### config.mk
export PLATFORM = sky130hd
export DESIGN_NAME = hazard_forward_ctrl
export DESIGN_NICKNAME = d
export VERILOG_FILES = /design/src/rtl/hazard_pkg.sv /design/src/rtl/forward_sel.sv /design/src/rtl/hazard_forward_ctrl.sv
export SDC_FILE = /design/constraint.sdc
export NUM_CORES = 1
export LEC_CHECK = 0
export CORE_UTILIZATION = 31
export CTS_BUF_LIST = sky130_fd_sc_hd__clkbuf_8
export DETAILED_ROUTE_END_ITERATION = 8
export GPL_TIMING_DRIVEN = 0
export PLACE_DENSITY = 0.86
export SLEW_MARGIN = 20
export SYNTH_ARGS = -nofsm -noshare
export SYNTH_HDL_FRONTEND = slang
export SYNTH_SLANG_ARGS = --single-unit
### constraint.sdc
create_clock -name clk -period 1.35 [get_ports clk]
set_input_delay 0.135 -clock clk [delete_from_list [all_inputs] [get_ports clk]]
set_output_delay 0.135 -clock clk [all_outputs]
set_load 0.02 [all_outputs]
### src/rtl/hazard_pkg.sv
// Shared types and defaults for the hazard/forwarding controller.
package hazard_pkg;

  // EX operand mux select encoding; 2'b11 is never produced.
  typedef enum logic [1:0] {
    FWD_RF  = 2'b00,
    FWD_WB  = 2'b01,
    FWD_MEM = 2'b10
  } fwd_sel_t;

  typedef enum logic {
    RUN      = 1'b0,
    MEM_WAIT = 1'b1
  } state_t;

  localparam int REG_W_DEFAULT    = 5;
  localparam int MAX_WAIT_DEFAULT = 255;
  localparam int CNT_W_DEFAULT    = 16;

endpackage

### src/rtl/forward_sel.sv
// Operand forwarding select for one EX source register.
// The younger producer (EX/MEM) takes precedence over MEM/WB; register 0 never forwards.
module forward_sel
  import hazard_pkg::*;
#(
  parameter int REG_W = REG_W_DEFAULT
) (
  input  logic [REG_W-1:0] src_i,
  input  logic [REG_W-1:0] mem_rd_i,
  input  logic             mem_reg_write_i,
  input  logic [REG_W-1:0] wb_rd_i,
  input  logic             wb_reg_write_i,
  output fwd_sel_t         sel_o
);

  logic mem_hit;
  logic wb_hit;

  assign mem_hit = mem_reg_write_i && (mem_rd_i != '0) && (mem_rd_i == src_i);
  assign wb_hit  = wb_reg_write_i && (wb_rd_i != '0) && (wb_rd_i == src_i);

  // Priority select: EX/MEM result, then WB data, then register file.
  always_comb begin
    sel_o = FWD_RF;
    if (mem_hit) begin
      sel_o = FWD_MEM;
    end else if (wb_hit) begin
      sel_o = FWD_WB;
    end
  end

endmodule

### src/rtl/hazard_forward_ctrl.sv
// Hazard detection and forwarding control for the 5-stage pipeline.
// Drives only enables, flushes and mux selects. Priority: freeze > branch > load-use.
// Optional statistics counters are built when HAZARD_STATS_EN is defined;
// otherwise the counter ports are tied to zero.
module hazard_forward_ctrl
  import hazard_pkg::*;
#(
  parameter int REG_W    = REG_W_DEFAULT,
  parameter int MAX_WAIT = MAX_WAIT_DEFAULT,
  parameter int CNT_W    = CNT_W_DEFAULT
) (
  input  logic             clk,
  input  logic             rst,
  input  logic [REG_W-1:0] id_rs,
  input  logic [REG_W-1:0] id_rt,
  input  logic [REG_W-1:0] ex_rs,
  input  logic [REG_W-1:0] ex_rt,
  input  logic [REG_W-1:0] ex_rd,
  input  logic             ex_mem_read,
  input  logic [REG_W-1:0] mem_rd,
  input  logic [REG_W-1:0] wb_rd,
  input  logic             mem_reg_write,
  input  logic             wb_reg_write,
  input  logic             branch_taken,
  input  logic             mem_access,
  input  logic             dmem_ready,
  output logic [1:0]       fwd_a,
  output logic [1:0]       fwd_b,
  output logic             pc_en,
  output logic             ifid_en,
  output logic             back_en,
  output logic             ifid_flush,
  output logic             idex_flush,
  output logic             mem_timeout,
  output logic [CNT_W-1:0] stall_cnt,
  output logic [CNT_W-1:0] flush_cnt,
  output logic [CNT_W-1:0] freeze_cnt
);

  localparam int WAIT_W = $clog2(MAX_WAIT + 1);
  localparam logic [WAIT_W-1:0] WAIT_MAX = WAIT_W'(MAX_WAIT);
  localparam logic [WAIT_W-1:0] WAIT_ONE = WAIT_W'(1);

  state_t            state_q;
  logic [WAIT_W-1:0] wait_cnt_q;
  logic              timeout_q;

  logic     freeze;
  logic     load_use_raw;
  logic     branch_go;
  logic     load_use;
  fwd_sel_t sel_a;
  fwd_sel_t sel_b;

  forward_sel #(.REG_W(REG_W)) u_fwd_a (
    .src_i          (ex_rs),
    .mem_rd_i       (mem_rd),
    .mem_reg_write_i(mem_reg_write),
    .wb_rd_i        (wb_rd),
    .wb_reg_write_i (wb_reg_write),
    .sel_o          (sel_a)
  );

  forward_sel #(.REG_W(REG_W)) u_fwd_b (
    .src_i          (ex_rt),
    .mem_rd_i       (mem_rd),
    .mem_reg_write_i(mem_reg_write),
    .wb_rd_i        (wb_rd),
    .wb_reg_write_i (wb_reg_write),
    .sel_o          (sel_b)
  );

  assign freeze       = mem_access & ~dmem_ready;
  assign load_use_raw = ex_mem_read && (ex_rd != '0) && ((ex_rd == id_rs) || (ex_rd == id_rt));
  assign branch_go    = branch_taken & ~freeze;
  // A load-use alongside a taken branch belongs to the wrong path and is dropped.
  assign load_use     = load_use_raw & ~freeze & ~branch_taken;

  assign pc_en      = ~rst & ~freeze & ~load_use;
  assign ifid_en    = ~rst & ~freeze & ~load_use;
  assign back_en    = ~rst & ~freeze;
  assign ifid_flush = rst | branch_go;
  assign idex_flush = rst | branch_go | load_use;
  assign fwd_a      = rst ? FWD_RF : sel_a;
  assign fwd_b      = rst ? FWD_RF : sel_b;

  assign mem_timeout = timeout_q;

  // Memory-wait FSM with saturating watchdog; timeout is sticky until reset.
  always_ff @(posedge clk) begin
    if (rst) begin
      state_q    <= RUN;
      wait_cnt_q <= '0;
      timeout_q  <= 1'b0;
    end else begin
      case (state_q)
        RUN: begin
          wait_cnt_q <= '0;
          if (freeze) begin
            state_q <= MEM_WAIT;
          end
        end
        MEM_WAIT: begin
          if (wait_cnt_q != WAIT_MAX) begin
            wait_cnt_q <= wait_cnt_q + WAIT_ONE;
            if ((wait_cnt_q + WAIT_ONE) == WAIT_MAX) begin
              timeout_q <= 1'b1;
            end
          end
          if (dmem_ready) begin
            state_q <= RUN;
          end
        end
        default: state_q <= RUN;
      endcase
    end
  end

`ifdef HAZARD_STATS_EN
  localparam logic [CNT_W-1:0] CNT_ONE = CNT_W'(1);

  logic [CNT_W-1:0] stall_cnt_q;
  logic [CNT_W-1:0] flush_cnt_q;
  logic [CNT_W-1:0] freeze_cnt_q;

  // Saturating event counters for bubbles, branch flushes and freeze cycles.
  always_ff @(posedge clk) begin
    if (rst) begin
      stall_cnt_q  <= '0;
      flush_cnt_q  <= '0;
      freeze_cnt_q <= '0;
    end else begin
      if (load_use && (stall_cnt_q != '1)) begin
        stall_cnt_q <= stall_cnt_q + CNT_ONE;
      end
      if (branch_go && (flush_cnt_q != '1)) begin
        flush_cnt_q <= flush_cnt_q + CNT_ONE;
      end
      if (freeze && (freeze_cnt_q != '1)) begin
        freeze_cnt_q <= freeze_cnt_q + CNT_ONE;
      end
    end
  end

  assign stall_cnt  = stall_cnt_q;
  assign flush_cnt  = flush_cnt_q;
  assign freeze_cnt = freeze_cnt_q;
`else
  assign stall_cnt  = '0;
  assign flush_cnt  = '0;
  assign freeze_cnt = '0;
`endif

endmodule

# --- Word level (Yosys, flattened, before mapping) ---
# Index checks and enable logic that the tools add are counted.
word_totals:
  in_bits: 43
  reg_bits: 10
  ram_bits: 0
  latchBits: 0
  mem_bits_ro: 0
  mem_count: 0
  elab_cells: 51
classes:
  add_sub_neg: 1
  mux: 11
  n_bitwise: 14
  n_div: 0
  n_shift: 0
  n_reduce_logical: 13
  multipliers: 0
  n_eq_ne: 9
  n_lt_le_gt_ge: 0
op_table:
  columns: ["operator", "n"]
  rows:
  - ["$eq 5x5->1", 6]
  - ["$pmux 8 s2", 1]
  - ["$reduce_bool 5->1", 3]
  - ["$add 8x1->8 const B", 1]
  - ["$eq 8x8->1 const B", 1]
  - ["$logic_and 1x1->1", 8]
  - ["$mux 2", 4]
  - ["$mux 8", 1]
  - ["$ne 8x8->1 const B", 1]
  - ["$and 1x1->1", 6]
  - ["$not 1->1", 6]
  - ["$mux 1", 4]
  - ["$reduce_and 3->1", 1]
  - ["$ne 2x1->1 const B", 1]
  - ["$or 1x1->1", 2]
  - ["$pmux 1 s2", 1]
  - ["$logic_or 1x1->1", 1]

# --- Logic depth before layout (Yosys ltp) ---
logic_depth:
  word_depth: 7
  depth_mapped: 6
  depth_no_buf: 5

# --- Hierarchy ---
# From an unflattened synthesis, not the netlist that was laid out.
hier_totals:
  hier_cells: 174
  area_unflattened_um2: 1383.8
by_module_without_submodules:
  columns: ["module", "instances", "seq_area_each_um2", "cells_each", "area_each_um2"]
  rows:
  - ["hazard_forward_ctrl", 1, 200.2, 132, 1066.0]
  - ["forward_sel", 2, 0.0, 21, 158.9]

# --- Worst setup path after synthesis ---
# OpenSTA, ideal clock, no wires.
synth_path:
  path_type: "input to output"
  from: "in mem_rd[0]"
  to: "out fwd_a[0]"
  arrival_time_ps: 1439
  path_slack_ps: -224
  cell_stages: 4
  path_cell_list: "or4_1 > o21ai_2 > nor3_1 > nor4_2"
synth_via:
  elab_chain_cells: 5
synth_lines:
  columns: ["element", "line_no", "text"]
  rows:
  - ["start, declared", "hazard_forward_ctrl.sv:20", "input logic [REG_W-1:0] mem_rd,"]
  - ["$reduce_bool 5->1", "forward_sel.sv:19", "assign mem_hit = mem_reg_write_i && (mem_rd_i != '0) && (mem_rd_i == src_i);"]
  - ["$logic_and 1x1->1", "forward_sel.sv:19", null]
  - ["$logic_and 1x1->1 (*)", "forward_sel.sv:19", null]
  - ["$mux 2 (*)", "forward_sel.sv:25", "if (mem_hit) begin"]
  - ["$mux 2 (*)", "hazard_forward_ctrl.sv:84", "assign fwd_a = rst ? FWD_RF : sel_a;"]
  - ["end, declared", "hazard_forward_ctrl.sv:27", "output logic [1:0] fwd_a,"]
# Every way passes the cells marked *; elsewhere a longest branch is shown, timed or not.

# --- Final worst setup path ---
layout_path:
  from: "in rst"
  to: "out fwd_b[0]"
layout_via:
  elab_chain_cells: 1
layout_lines:
  columns: ["element", "line_no", "text"]
  rows:
  - ["start, declared", "hazard_forward_ctrl.sv:13", "input logic rst,"]
  - ["$mux 2", "hazard_forward_ctrl.sv:85", "assign fwd_b = rst ? FWD_RF : sel_b;"]
  - ["end, declared", "hazard_forward_ctrl.sv:28", "output logic [1:0] fwd_b,"]
# Every way passes these cells.

==> metrics.md <==
| Metric | Value |
|---|---|
| Status | finished, violations left |
| Failing checks | negative setup slack |
| Hold Path End | state_q |
| Pleak | around 0.0011 uW |
| GPL Wtd Cong | around 0.9 |
| Most common cell after layout, fill and taps aside | buf_4 |
| Setup_tns | -0.825 ns |
| Die area | roughly 0.0045 mm2 |
| Total grt overflow | 0 |
| Initial Util | 0.323 |
| Total Routing Usage GR | 0.145 |
| Post-CTS Hold Buffers | 0 |
| Ant. Diodes | 0 |
| Drt drc | 0 |
| R2R cell count | 4 |
| Worst setup EP type | output pin |
| Final Instance Area | between 0.002 and 0.0025 mm2 |
| Vias/cell | a little over 4 |
| Vias in the first global route | around 1200 |
| Crit path max-delay family | simple AND/OR/NAND/NOR gates |
| Yosys Warn Count | 0 |
| # rows | 23 |
| Flop pwr share | 0.236 |
| CP max stage delay | about 0.54 ns |
| Vias | between 1000 and 1500 |
| EDFF count, synth | 0 |
| Part of the cycle the worst path needs | 1.19 |
| Syn Area/Cell | between 7 and 8 um2 |
| Area of the multi-input gates | between 0.001 and 0.0015 mm2 |
| Sink Count | 10 |
| Crit path kind | in -> out |
| Arr. time, crit path | around 1.5 ns |
| Initial antenna violation count | 0 |
| Area Growth Syn to Fin | 73.9% |
| RSZ-0062 raised after global routing | yes |
| CP max stage cell | or4_4 |
| Post-Route Skew | 0.00152 ns |
| Post-Route WL | about 3.3 mm |
| Final Worst Setup Slack | -0.258 ns |
| Die Wd | between 60 and 70 um |
| R2R Path Start | wait_cnt_q[3] |
| Root Driver | clkbuf_8 |
| Crit path time final | 1.61 ns |
| DP HPWL | around 2.6 mm |
| Worst vdd ir | ~0.25 mV |
| Max_cap viols | 0 |
| Pin count of the biggest net entering global routing | 11 |
| Sw Share | 0.341 |
| Post-synth top flop | dfxtp_1 |
| Buf+Inv Stages, Crit Path | 2 |
| Sequential fraction of the synthesis area | 0.154 |
| Clock share of power | 0.304 |
| Final setup violation count | 4 |
| Internal power | approximately 830 uW |
| Ys async rst share | 0 |
| 1st-iter DRT viols | 34 |
| First-pass GRT wire length | 4.95 mm |
| F_max | between 600 and 700 MHz |
| HP Start | rst |
| Clock transition at path regs | about 0.050 ns |
| Post-DP Area | between 0.002 and 0.0025 mm2 |
| Worst-path cell chain | clkbuf_16 -> nor2b_1 -> o21ai_1 -> or4_4 -> nor4_4 -> buf_4 |
| Wirelength per Cell | about 10 um |
| CP max FO | 10 |
| Die height | roughly 67 um |
| Initial DRT Pass Iterations | 4 |
| PortBufs | 51 |
| Worst hold slack | 0.127 ns |
| Min-Delay Path Depth | 2 |
| Max clock buf depth | 2 |
| Fin. Hold Viols | 0 |
| Reg2reg end | wait_cnt_q[0] |
| Post-Syn Instances | about 170 |
| Setup Slack @ Placement | -1.06 ns |
| Critical Path RT | between 1 and 1.5 ns |
| PD cells | between 500 and 600 mW/mm2 |
| Comb power frac | 0.460 |
| Most frequent cells in the layout | buf_4 (60), conb_1 (48), xnor2_1 (17) |
| Distinct cells, synth | 30 |
| CTS tree | yes |
| Total core area | 0.00403 mm2 |
| Final nets | approximately 330 |
| Post-DRT Antenna Nets | 0 |
| Num CTS Buffers | 3 |
| Io pins | about 100 |
| Psw | ~430 uW |
| Worst-skew pair later-pin latency | roughly 0.24 ns |
| Register Area | approximately 210 um2 |
| #FFs+latches synth | 10 |
| Synth Cell Area | 0.00130 mm2 |
| Filler cells | about 390 |
| Max-slew violation count | 0 |
| H-Tree Depth | 1 |
| Setup crit start kind | primary input |
| Layout cells sized above 1 | 0.455 |
| R2r setup slk | roughly 0.08 ns |
| Worst hold path type | in -> reg |
| Overall Power | about 1300 uW |
## sequential cells by signal (all words and copies together), names as in the netlist
signal,flops
mem_timeout,1
state_q,1
wait_cnt_q,8
## synth_stat cells, drive strengths merged (2+ instances only)
| library cell | n | area (um2) |
|---|---|---|
| nor3 | 6 | 30.0 |
| nor4 | 4 | 37.5 |
| buf | 49 | 368 |
| nand2 | 9 | 33.8 |
| nor2b | 4 | 25.0 |
| clkbuf | 2 | 7.51 |
| dfxtp | 10 | 200 |
| o21ai | 4 | 23.8 |
| a21oi | 3 | 15.0 |
| or4 | 4 | 30.0 |
| and3 | 2 | 12.5 |
| inv | 2 | 7.51 |
| a31oi | 4 | 25.0 |
| ha | 2 | 25.0 |
| nand2b | 3 | 18.8 |
| nand3 | 10 | 50.1 |
| nor2 | 7 | 26.3 |
| xor2 | 12 | 105 |
| xnor2 | 23 | 201 |
## how the worst max path moves through the flow
stage | from | cells after the start | endpoint | slack (ns)
finish | rst | 6 | fwd_b[0] | -0.26
global route | rst | 6 | fwd_b[0] | -0.31
CTS | wb_reg_write | 6 | fwd_a[0] | -0.34
detailed placement | wb_rd[3] | 5 | fwd_a[0] | -1.06
global placement | wb_rd[3] | 5 | fwd_a[0] | -1.06
floorplan | rst | 5 | fwd_a[0] | -0.06
## repair_timing
item,in CTS,in global routing
resized for setup,149,43
setup buffers,4,6
pin swaps,24,17
hold endpoints to repair,0,0
endpoints found under the setup margin,12,10
## worst register-to-register path, cell delays in order, from the launching register on
cell and delay [ns]:
dfxtp_2 0.38, and3_1 0.23, nand3_1 0.25, xnor2_1 0.22
nor2_1 0.06
## power by group through the flow
stage                     sequential [uW]  clock (uW)  combinational, uW
after floorplan                       306           0                374
after global placement                306           0                559
after detailed placement              307           0                566
after CTS                             301         384                562
after global routing                  296         414                621
final                                 296         381                578
## cells by family after synthesis
logic type,count (synthesis),synth area share
adder cells (fa/ha/maj),2,0.0192
flip-flops,10,0.154
AND/OR/NAND/NOR,50,0.208
AO/OA/AOI/OAI,17,0.0865
XOR/XNOR,35,0.235
buffers and inverters,53,0.294
other,1,0.00288
## layout make-up
type,instances,area share
Multi-Input combinational cell,152,0.476
Timing Repair Buffer,60,0.196
Buffer,51,0.178
Sequential cell,10,0.0939
Tap cell,50,0.0276
Clock buffer,4,0.0243
Inverter,2,0.00331
## layer usage
metal	up-vias	track usage	share of wire
li1	700	-	-
met1	565	0.142	0.38
met2	64	0.288	0.53
met3	12	0.0291	0.067
met4	0	0.0585	0.028
met5	-	0	0
## through the flow
stage / util / std cells
6_report: 0.562 / 329
5_1_grt: 0.562 / 329
4_1_cts: 0.542 / 324
3_5_place_dp: 0.523 / 316
3_3_place_gp: 0.523 / 316
2_1_floorplan: - / 215
Note: power is estimated with default switching activity, not from simulation.
